### src/rtl/control_unit_pkg.sv
// Shared encodings for the control unit and the datapath it steers:
// opcodes, FSM states, instruction classes and mux select codes.
package control_unit_pkg;

  localparam logic [3:0] OP_ALU_LAST = 4'h7;
  localparam logic [3:0] OP_LOAD     = 4'h8;
  localparam logic [3:0] OP_STORE    = 4'h9;
  localparam logic [3:0] OP_BNZ      = 4'hA;
  localparam logic [3:0] OP_JAL      = 4'hB;
  localparam logic [3:0] OP_LI       = 4'hC;
  localparam logic [3:0] OP_HALT     = 4'hF;

  localparam logic [3:0] ALU_OP_ADD  = 4'h0;

  typedef enum logic [2:0] {
    S_FETCH  = 3'd0,
    S_DECODE = 3'd1,
    S_EXEC   = 3'd2,
    S_MEM    = 3'd3,
    S_WB     = 3'd4,
    S_HALT   = 3'd5
  } state_e;

  typedef enum logic [2:0] {
    CLS_ALU, CLS_LOAD, CLS_STORE, CLS_BNZ, CLS_JAL, CLS_LI, CLS_HALT, CLS_ILLEGAL
  } instr_class_e;

  typedef enum logic [1:0] {
    DEST_MARY    = 2'b00,
    DEST_SHELLEY = 2'b01,
    DEST_COMP    = 2'b10,
    DEST_RA      = 2'b11
  } dest_e;

  // Register write-data select (mary_src / shelley_src)
  localparam logic [1:0] SRC_MEMVAL   = 2'b00;
  localparam logic [1:0] SRC_ALUOUT   = 2'b01;
  localparam logic [1:0] SRC_SEXT_IMM = 2'b10;

  // ra has a 1-bit select: link pc, or the shared writeback bus
  localparam logic RA_SRC_PC = 1'b0;
  localparam logic RA_SRC_WB = 1'b1;

  localparam logic SRCA_REG = 1'b0;
  localparam logic SRCA_SP  = 1'b1;

  localparam logic [1:0] SRCB_SEXT_LS_IMM = 2'b11;

  localparam logic [1:0] PC_SRC_INC = 2'b00;
  localparam logic [1:0] PC_SRC_REL = 2'b01;

  localparam logic ADDR_SRC_PC     = 1'b0;
  localparam logic ADDR_SRC_ALUOUT = 1'b1;

endpackage

### src/rtl/control_unit_decoder.sv
// Combinational instruction decoder: splits the latched IR into class,
// destination and operand fields.
module instr_decoder
  import control_unit_pkg::*;
(
  input  logic [15:0]  ir,
  output instr_class_e cls,
  output dest_e        dest,
  output logic [3:0]   alu_op,
  output logic [1:0]   srcb,
  output logic [7:0]   imm
);

  logic [3:0] opcode;

  assign opcode = ir[15:12];
  assign dest   = dest_e'(ir[11:10]);
  assign srcb   = ir[9:8];
  assign imm    = ir[7:0];
  assign alu_op = opcode;

  always_comb begin
    cls = CLS_ILLEGAL;
    if (opcode <= OP_ALU_LAST) begin
      cls = CLS_ALU;
    end else begin
      case (opcode)
        OP_LOAD:  cls = CLS_LOAD;
        OP_STORE: cls = CLS_STORE;
        OP_BNZ:   cls = CLS_BNZ;
        OP_JAL:   cls = CLS_JAL;
        OP_LI:    cls = CLS_LI;
        OP_HALT:  cls = CLS_HALT;
        default:  cls = CLS_ILLEGAL;
      endcase
    end
  end

endmodule

### src/rtl/control_unit.sv
// Multicycle control FSM: fetch/decode/exec/mem/writeback sequencing,
// instruction register and sticky trap flag.
module control_unit
  import control_unit_pkg::*;
(
  input  logic        clock,
  input  logic        reset,
  input  logic [15:0] instr,
  input  logic        mem_ready,
  input  logic        overflow,
  input  logic        comp_nz,
  output logic        mem_req,
  output logic        mem_we,
  output logic        addr_src,
  output logic        mary_write,
  output logic        shelley_write,
  output logic        comp_write,
  output logic        ra_write,
  output logic [1:0]  mary_src,
  output logic [1:0]  shelley_src,
  output logic        ra_src,
  output logic        SrcA,
  output logic [1:0]  SrcB,
  output logic [3:0]  AluOp,
  output logic [7:0]  immediate,
  output logic        pc_write,
  output logic [1:0]  pc_src,
  output logic        trap,
  output logic        halted
);

  state_e       state, next_state;
  logic [15:0]  ir;
  logic         ir_load, trap_set;
  logic         reg_we, jal_link;
  logic [1:0]   reg_src;
  instr_class_e cls;
  dest_e        dest;
  logic [3:0]   alu_op;
  logic [1:0]   ir_srcb;
  logic [7:0]   ir_imm;

  instr_decoder u_decoder (
    .ir     (ir),
    .cls    (cls),
    .dest   (dest),
    .alu_op (alu_op),
    .srcb   (ir_srcb),
    .imm    (ir_imm)
  );

  assign immediate = ir_imm;

  always_ff @(posedge clock) begin
    if (reset) begin
      state <= S_FETCH;
      ir    <= '0;
      trap  <= 1'b0;
    end else begin
      state <= next_state;
      if (ir_load)  ir   <= instr;
      if (trap_set) trap <= 1'b1;
    end
  end

  always_comb begin
    next_state = state;
    ir_load    = 1'b0;
    trap_set   = 1'b0;
    reg_we     = 1'b0;
    reg_src    = SRC_MEMVAL;
    jal_link   = 1'b0;
    mem_req    = 1'b0;
    mem_we     = 1'b0;
    addr_src   = ADDR_SRC_PC;
    pc_write   = 1'b0;
    pc_src     = PC_SRC_INC;
    SrcA       = SRCA_REG;
    SrcB       = '0;
    AluOp      = '0;
    halted     = 1'b0;

    case (state)
      S_FETCH: begin
        mem_req = 1'b1;
        if (mem_ready) begin
          ir_load    = 1'b1;
          pc_write   = 1'b1;
          next_state = S_DECODE;
        end
      end
      S_DECODE: begin
        if (cls == CLS_ILLEGAL) begin
          trap_set   = 1'b1;
          next_state = S_HALT;
        end else begin
          next_state = S_EXEC;
        end
      end
      S_EXEC: begin
        next_state = S_FETCH;
        case (cls)
          CLS_ALU: begin
            SrcB  = ir_srcb;
            AluOp = alu_op;
            if (overflow) begin
              trap_set   = 1'b1;
              next_state = S_HALT;
            end else begin
              next_state = S_WB;
            end
          end
          CLS_LOAD, CLS_STORE: begin
            SrcA       = SRCA_SP;
            SrcB       = SRCB_SEXT_LS_IMM;
            AluOp      = ALU_OP_ADD;
            next_state = S_MEM;
          end
          CLS_BNZ: begin
            pc_write = comp_nz;
            pc_src   = PC_SRC_REL;
          end
          CLS_JAL: begin
            jal_link = 1'b1;
            pc_write = 1'b1;
            pc_src   = PC_SRC_REL;
          end
          CLS_LI: begin
            reg_we  = (dest != DEST_COMP);
            reg_src = SRC_SEXT_IMM;
          end
          CLS_HALT: next_state = S_HALT;
          default: begin
            trap_set   = 1'b1;
            next_state = S_HALT;
          end
        endcase
      end
      S_MEM: begin
        mem_req  = 1'b1;
        addr_src = ADDR_SRC_ALUOUT;
        mem_we   = (cls == CLS_STORE);
        if (mem_ready) next_state = (cls == CLS_LOAD) ? S_WB : S_FETCH;
      end
      S_WB: begin
        reg_we     = 1'b1;
        reg_src    = (cls == CLS_ALU) ? SRC_ALUOUT : SRC_MEMVAL;
        next_state = S_FETCH;
      end
      S_HALT: halted = 1'b1;
      default: next_state = S_FETCH;
    endcase

    mary_write    = reg_we && (dest == DEST_MARY);
    shelley_write = reg_we && (dest == DEST_SHELLEY);
    comp_write    = reg_we && (dest == DEST_COMP);
    ra_write      = jal_link || (reg_we && (dest == DEST_RA));
    mary_src      = mary_write ? reg_src : SRC_MEMVAL;
    shelley_src   = shelley_write ? reg_src : SRC_MEMVAL;
    ra_src        = (reg_we && (dest == DEST_RA)) ? RA_SRC_WB : RA_SRC_PC;

    // Reset masks everything combinationally so an in-flight access or a
    // ready fetch is abandoned in the same cycle reset is seen.
    if (reset) begin
      next_state    = S_FETCH;
      ir_load       = 1'b0;
      trap_set      = 1'b0;
      mem_req       = 1'b0;
      mem_we        = 1'b0;
      addr_src      = ADDR_SRC_PC;
      pc_write      = 1'b0;
      pc_src        = PC_SRC_INC;
      mary_write    = 1'b0;
      shelley_write = 1'b0;
      comp_write    = 1'b0;
      ra_write      = 1'b0;
      mary_src      = SRC_MEMVAL;
      shelley_src   = SRC_MEMVAL;
      ra_src        = RA_SRC_PC;
      SrcA          = SRCA_REG;
      SrcB          = '0;
      AluOp         = '0;
      halted        = 1'b0;
    end
  end

endmodule

### config.mk
export PLATFORM = sky130hd
export DESIGN_NAME = control_unit
export DESIGN_NICKNAME = d
export VERILOG_FILES = /design/src/rtl/control_unit_pkg.sv /design/src/rtl/control_unit_decoder.sv /design/src/rtl/control_unit.sv
export SDC_FILE = /design/constraint.sdc
export NUM_CORES = 1
export LEC_CHECK = 0
export CAP_MARGIN = 10
export CORE_MARGIN = 8
export CORE_UTILIZATION = 48
export CTS_BUF_LIST = sky130_fd_sc_hd__clkbuf_4
export CTS_CLUSTER_SIZE = 28
export DETAILED_ROUTE_END_ITERATION = 12
export GPL_TIMING_DRIVEN = 0
export PLACE_DENSITY = 0.95
export SYNTH_ARGS = -nofsm -noshare
export SYNTH_HDL_FRONTEND = slang
export SYNTH_HIERARCHICAL = 1
export SYNTH_SLANG_ARGS = --single-unit
### constraint.sdc
create_clock -name clock -period 4.4 [get_ports clock]
set_input_delay 0.88 -clock clock [delete_from_list [all_inputs] [get_ports clock]]
set_output_delay 0.88 -clock clock [all_outputs]
set_load 0.005 [all_outputs]
==> results.tsv <==
stage	metric	value	unit
setup_path	Slowest-stage cell, CP	clkdlybuf4s50_1	
finish	ANT cells	0	
finish	area delta synth->final	42.6	%
power	Gate power share	35.7	%
detailed_routing	drt drc	0	
clock_tree	cts bufs inserted	3	
floorplan	Die Width	69.0	microns
synthesis	Post-synth EDFFs	0	
detailed_routing	DR iter-0 viols	188	
global_routing	met3 Usage GRT	5.87	%
finish	area of the multi-input gates	737	sq um
detailed_routing	WL/cell	13.5	microns
setup_path	CP Cell Sequence	clkdlybuf4s50_1, or4b_4, buf_6, buf_8, a21oi_2, clkdlybuf4s50_1	
setup_path	Critical Path AT	2.88	ns
global_routing	largest net degree at the start of global routing	12	
sta	worst-margin pin slew	0.508	ns
setup_path	CP Capture Type	output port	
floorplan	initial core utilization	49.8	%
global_routing	Total GRT Usage	15.0	%
finish	share of cells above drive strength 1	14.6	%
hold_path	worst hold path class	reg -> reg	
floorplan	die height	69.0	microns
sta	Max Slew Vio Count	0	
clock_tree	clk root buf	clkbuf_4	
power	peak supply drop	0.233	mV
setup_path	critical-path maximum fanout	10	
power	clock share of power	19.6	%
synthesis	Net Count, Synth	205	
finish	Layout Cells excl Fill	270	
global_routing	global route hottest layer	met2	
floorplan	full die area	4770	sq um
clock_tree	H-tree levels	1	
detailed_routing	routed via count	1408	
finish	most frequent cells in the layout	clkdlybuf4s50_1, nand2_1, a21oi_1, dfxtp_1, nor2_1	
sta	WHS	0.467	ns
outcome	status	completed	
power	internal power	324	uW
synthesis	count of cell types in the netlist	45	
placement	gpl congestion	0.842	
setup_path	WP data required	3.52	ns
floorplan	CORE AREA	2710	sq um
power	Pwr per Cell Area	247	nW/um^2
sta	unrepaired setup endpoints after global routing	false	
clock_tree	Bufs on Longest Clock Path	2	
setup_path	cell mode on critical path	clkdlybuf4s50_1	
global_routing	first-pass GRT wire length	6260	microns
power	Pleak	0.000734	uW
setup_path	slowest stage delay, CP	0.57	ns
sta	Peak Freq	266	MHz
global_routing	vias in the first global route	1394	
sta	clk_skew	0.0198	ns
synthesis	syn avg cell area	7.34	sq um
power	Reg power frac	44.7	%
finish	Register Area	400	sq um
finish	most common cell after layout, fill and taps aside	clkdlybuf4s50_1	
placement	Detail Placement HPWL	2860	microns
sta	final hold vios	0	
placement	port bufs	51	
clock_tree	PostCTS Resize Cnt	0	
clock_tree	Skew-Pair Late Insertion Delay	0.31	ns
synthesis	Syn Inst Count	184	
floorplan	row cnt	19	
detailed_routing	vias per cell	5.21	
clock_tree	clock sink total	20	
finish	fin nets	261	
power	sw frac	32.1	%
synthesis	synthesized flop and latch total	20	
setup_path	critical path class	in -> out	
global_routing	met2 GRT Util	25.6	%
sta	setup TNS	0	ns
synthesis	Post-Syn Area	1350	sq um
power	Net Switching	153	uW
clock_tree	hold buffer count at CTS	0	
global_routing	grt total ovfl	0	
clock_tree	CTS tree	yes	
placement	Placed Cells incl. Taps	266	
sta	Period Utilization, post-route	85.4	%
run	Max Cap Viol	0	
finish	fill count	222	
clock_tree	Post-CTS Setup Repair Bufs	0	
synthesis	Seq/Total Area, Yosys	29.7	%
detailed_routing	Routed Antenna Nets	0	
global_routing	antenna violations before repair	0	
sta	count of final setup violators	0	
global_routing	GR Layer Usage met1	17.0	%
synthesis	Post-synth ARST share	0	%
synthesis	Synthesis Warnings	6	
clock_tree	CTS clk-pin slew, worst paths	0.13	ns
synthesis	Main synth FF type	dfxtp_1	
setup_path	Startpoint Class	input port	
sta	Rel. slew slack	66.1	%
detailed_routing	Routed WL	3660	microns
sta	fin crit period	3.76	ns
detailed_routing	router iterations before antenna repair	4	
floorplan	I/O pins	53	
[state kept, by name, indices dropped and copies added (netlist names)]
name,count
trap,1
state,3
ir,16
[worst paths after layout]
kind,startpoint,to,slack [ns],cells past startpoint
worst min-delay path,ir[10],ir[10],0.47,2
worst min register to register,ir[10],ir[10],0.47,2
worst max register to register,ir[13],state[0],2.53,7
worst max-delay path,mem_ready,pc_write,0.64,6
[cell usage after synthesis (2+ instances only)]
| library cell | n | area [sq um] |
|---|---|---|
| xor2_1 | 2 | 17.5 |
| nand3_1 | 2 | 10.0 |
| or4_1 | 2 | 15.0 |
| o21bai_1 | 2 | 15.0 |
| clkbuf_1 | 4 | 15.0 |
| or3_1 | 2 | 12.5 |
| nor4_1 | 2 | 12.5 |
| nand2b_1 | 6 | 37.5 |
| a211oi_1 | 3 | 22.5 |
| o21ai_0 | 4 | 20.0 |
| dfxtp_1 | 20 | 400 |
| buf_4 | 17 | 128 |
| buf_2 | 5 | 25.0 |
| nand3b_1 | 2 | 15.0 |
| o22ai_1 | 2 | 12.5 |
| and2_1 | 4 | 25.0 |
| o21ai_1 | 2 | 10.0 |
| nor2_1 | 18 | 67.6 |
| inv_1 | 2 | 7.51 |
| nor3_1 | 4 | 20.0 |
| nand2_1 | 34 | 128 |
| a21oi_1 | 20 | 100 |
| nor2b_1 | 2 | 12.5 |
| buf_6 | 2 | 22.5 |
[power groups by stage]
stage / Combinational (uW) / Clock, uW / Sequential (uW)
floorplan: 110 / 0 / 213
global placement: 166 / 0 / 216
detailed placement: 170 / 0 / 217
CTS: 171 / 92.0 / 213
global route: 188 / 101 / 216
finish: 170 / 93.2 / 213
[stage by stage]
stage / setup slack (ns) / util, % / area (sq um) / power, uW
final: 0.644 / 71.1 / 1930 / 476
after global routing: 0.618 / 71.1 / 1930 / 505
after CTS: 0.650 / 71.1 / 1930 / 475
after detailed placement: 0.655 / 70.1 / 1900 / 387
after global placement: 0.653 / 70.1 / 1900 / 381
after floorplan: 1.82 / - / 1350 / 324
[worst max-delay path: cells and delay by family]
kind / cells / cell delay (ns)
AO/OA/AOI/OAI: 1 / 0.10
buffers and inverters: 4 / 1.38
AND/OR/NAND/NOR: 1 / 0.50
[cell families (layout without fill, tap and decap cells)]
| logic type | after synthesis | in the layout | synth area share [%] |
|---|---|---|---|
| other | 1 | 1 | 0.278 |
| AOI/OAI and AO/OA | 40 | 40 | 17.3 |
| xor gates and xnor gates | 3 | 3 | 1.95 |
| and+or+nand+nor | 89 | 89 | 35.0 |
| DFF | 20 | 20 | 29.7 |
| buffers and inverters | 31 | 86 | 15.8 |
[cell type report]
cell class | instances | area share, %
Tap cell | 31 | 2.01
Timing Repair Buffer | 51 | 26.5
Inverter | 2 | 0.390
Clock inverter | 1 | 0.195
Clock buffer | 3 | 1.17
Sequential cell | 20 | 20.8
Multi-Input combinational cell | 133 | 38.3
Buffer | 29 | 10.7
[routing by layer]
layer | wire length [microns] | up-vias | part of all wire, %
li1 | - | 713 | -
met1 | 1550 | 654 | 42
met2 | 1790 | 37 | 49
met3 | 293 | 4 | 8.0
met4 | 23 | 0 | 0.63
met5 | 0 | - | 0
(Power assumes the default switching activity.)
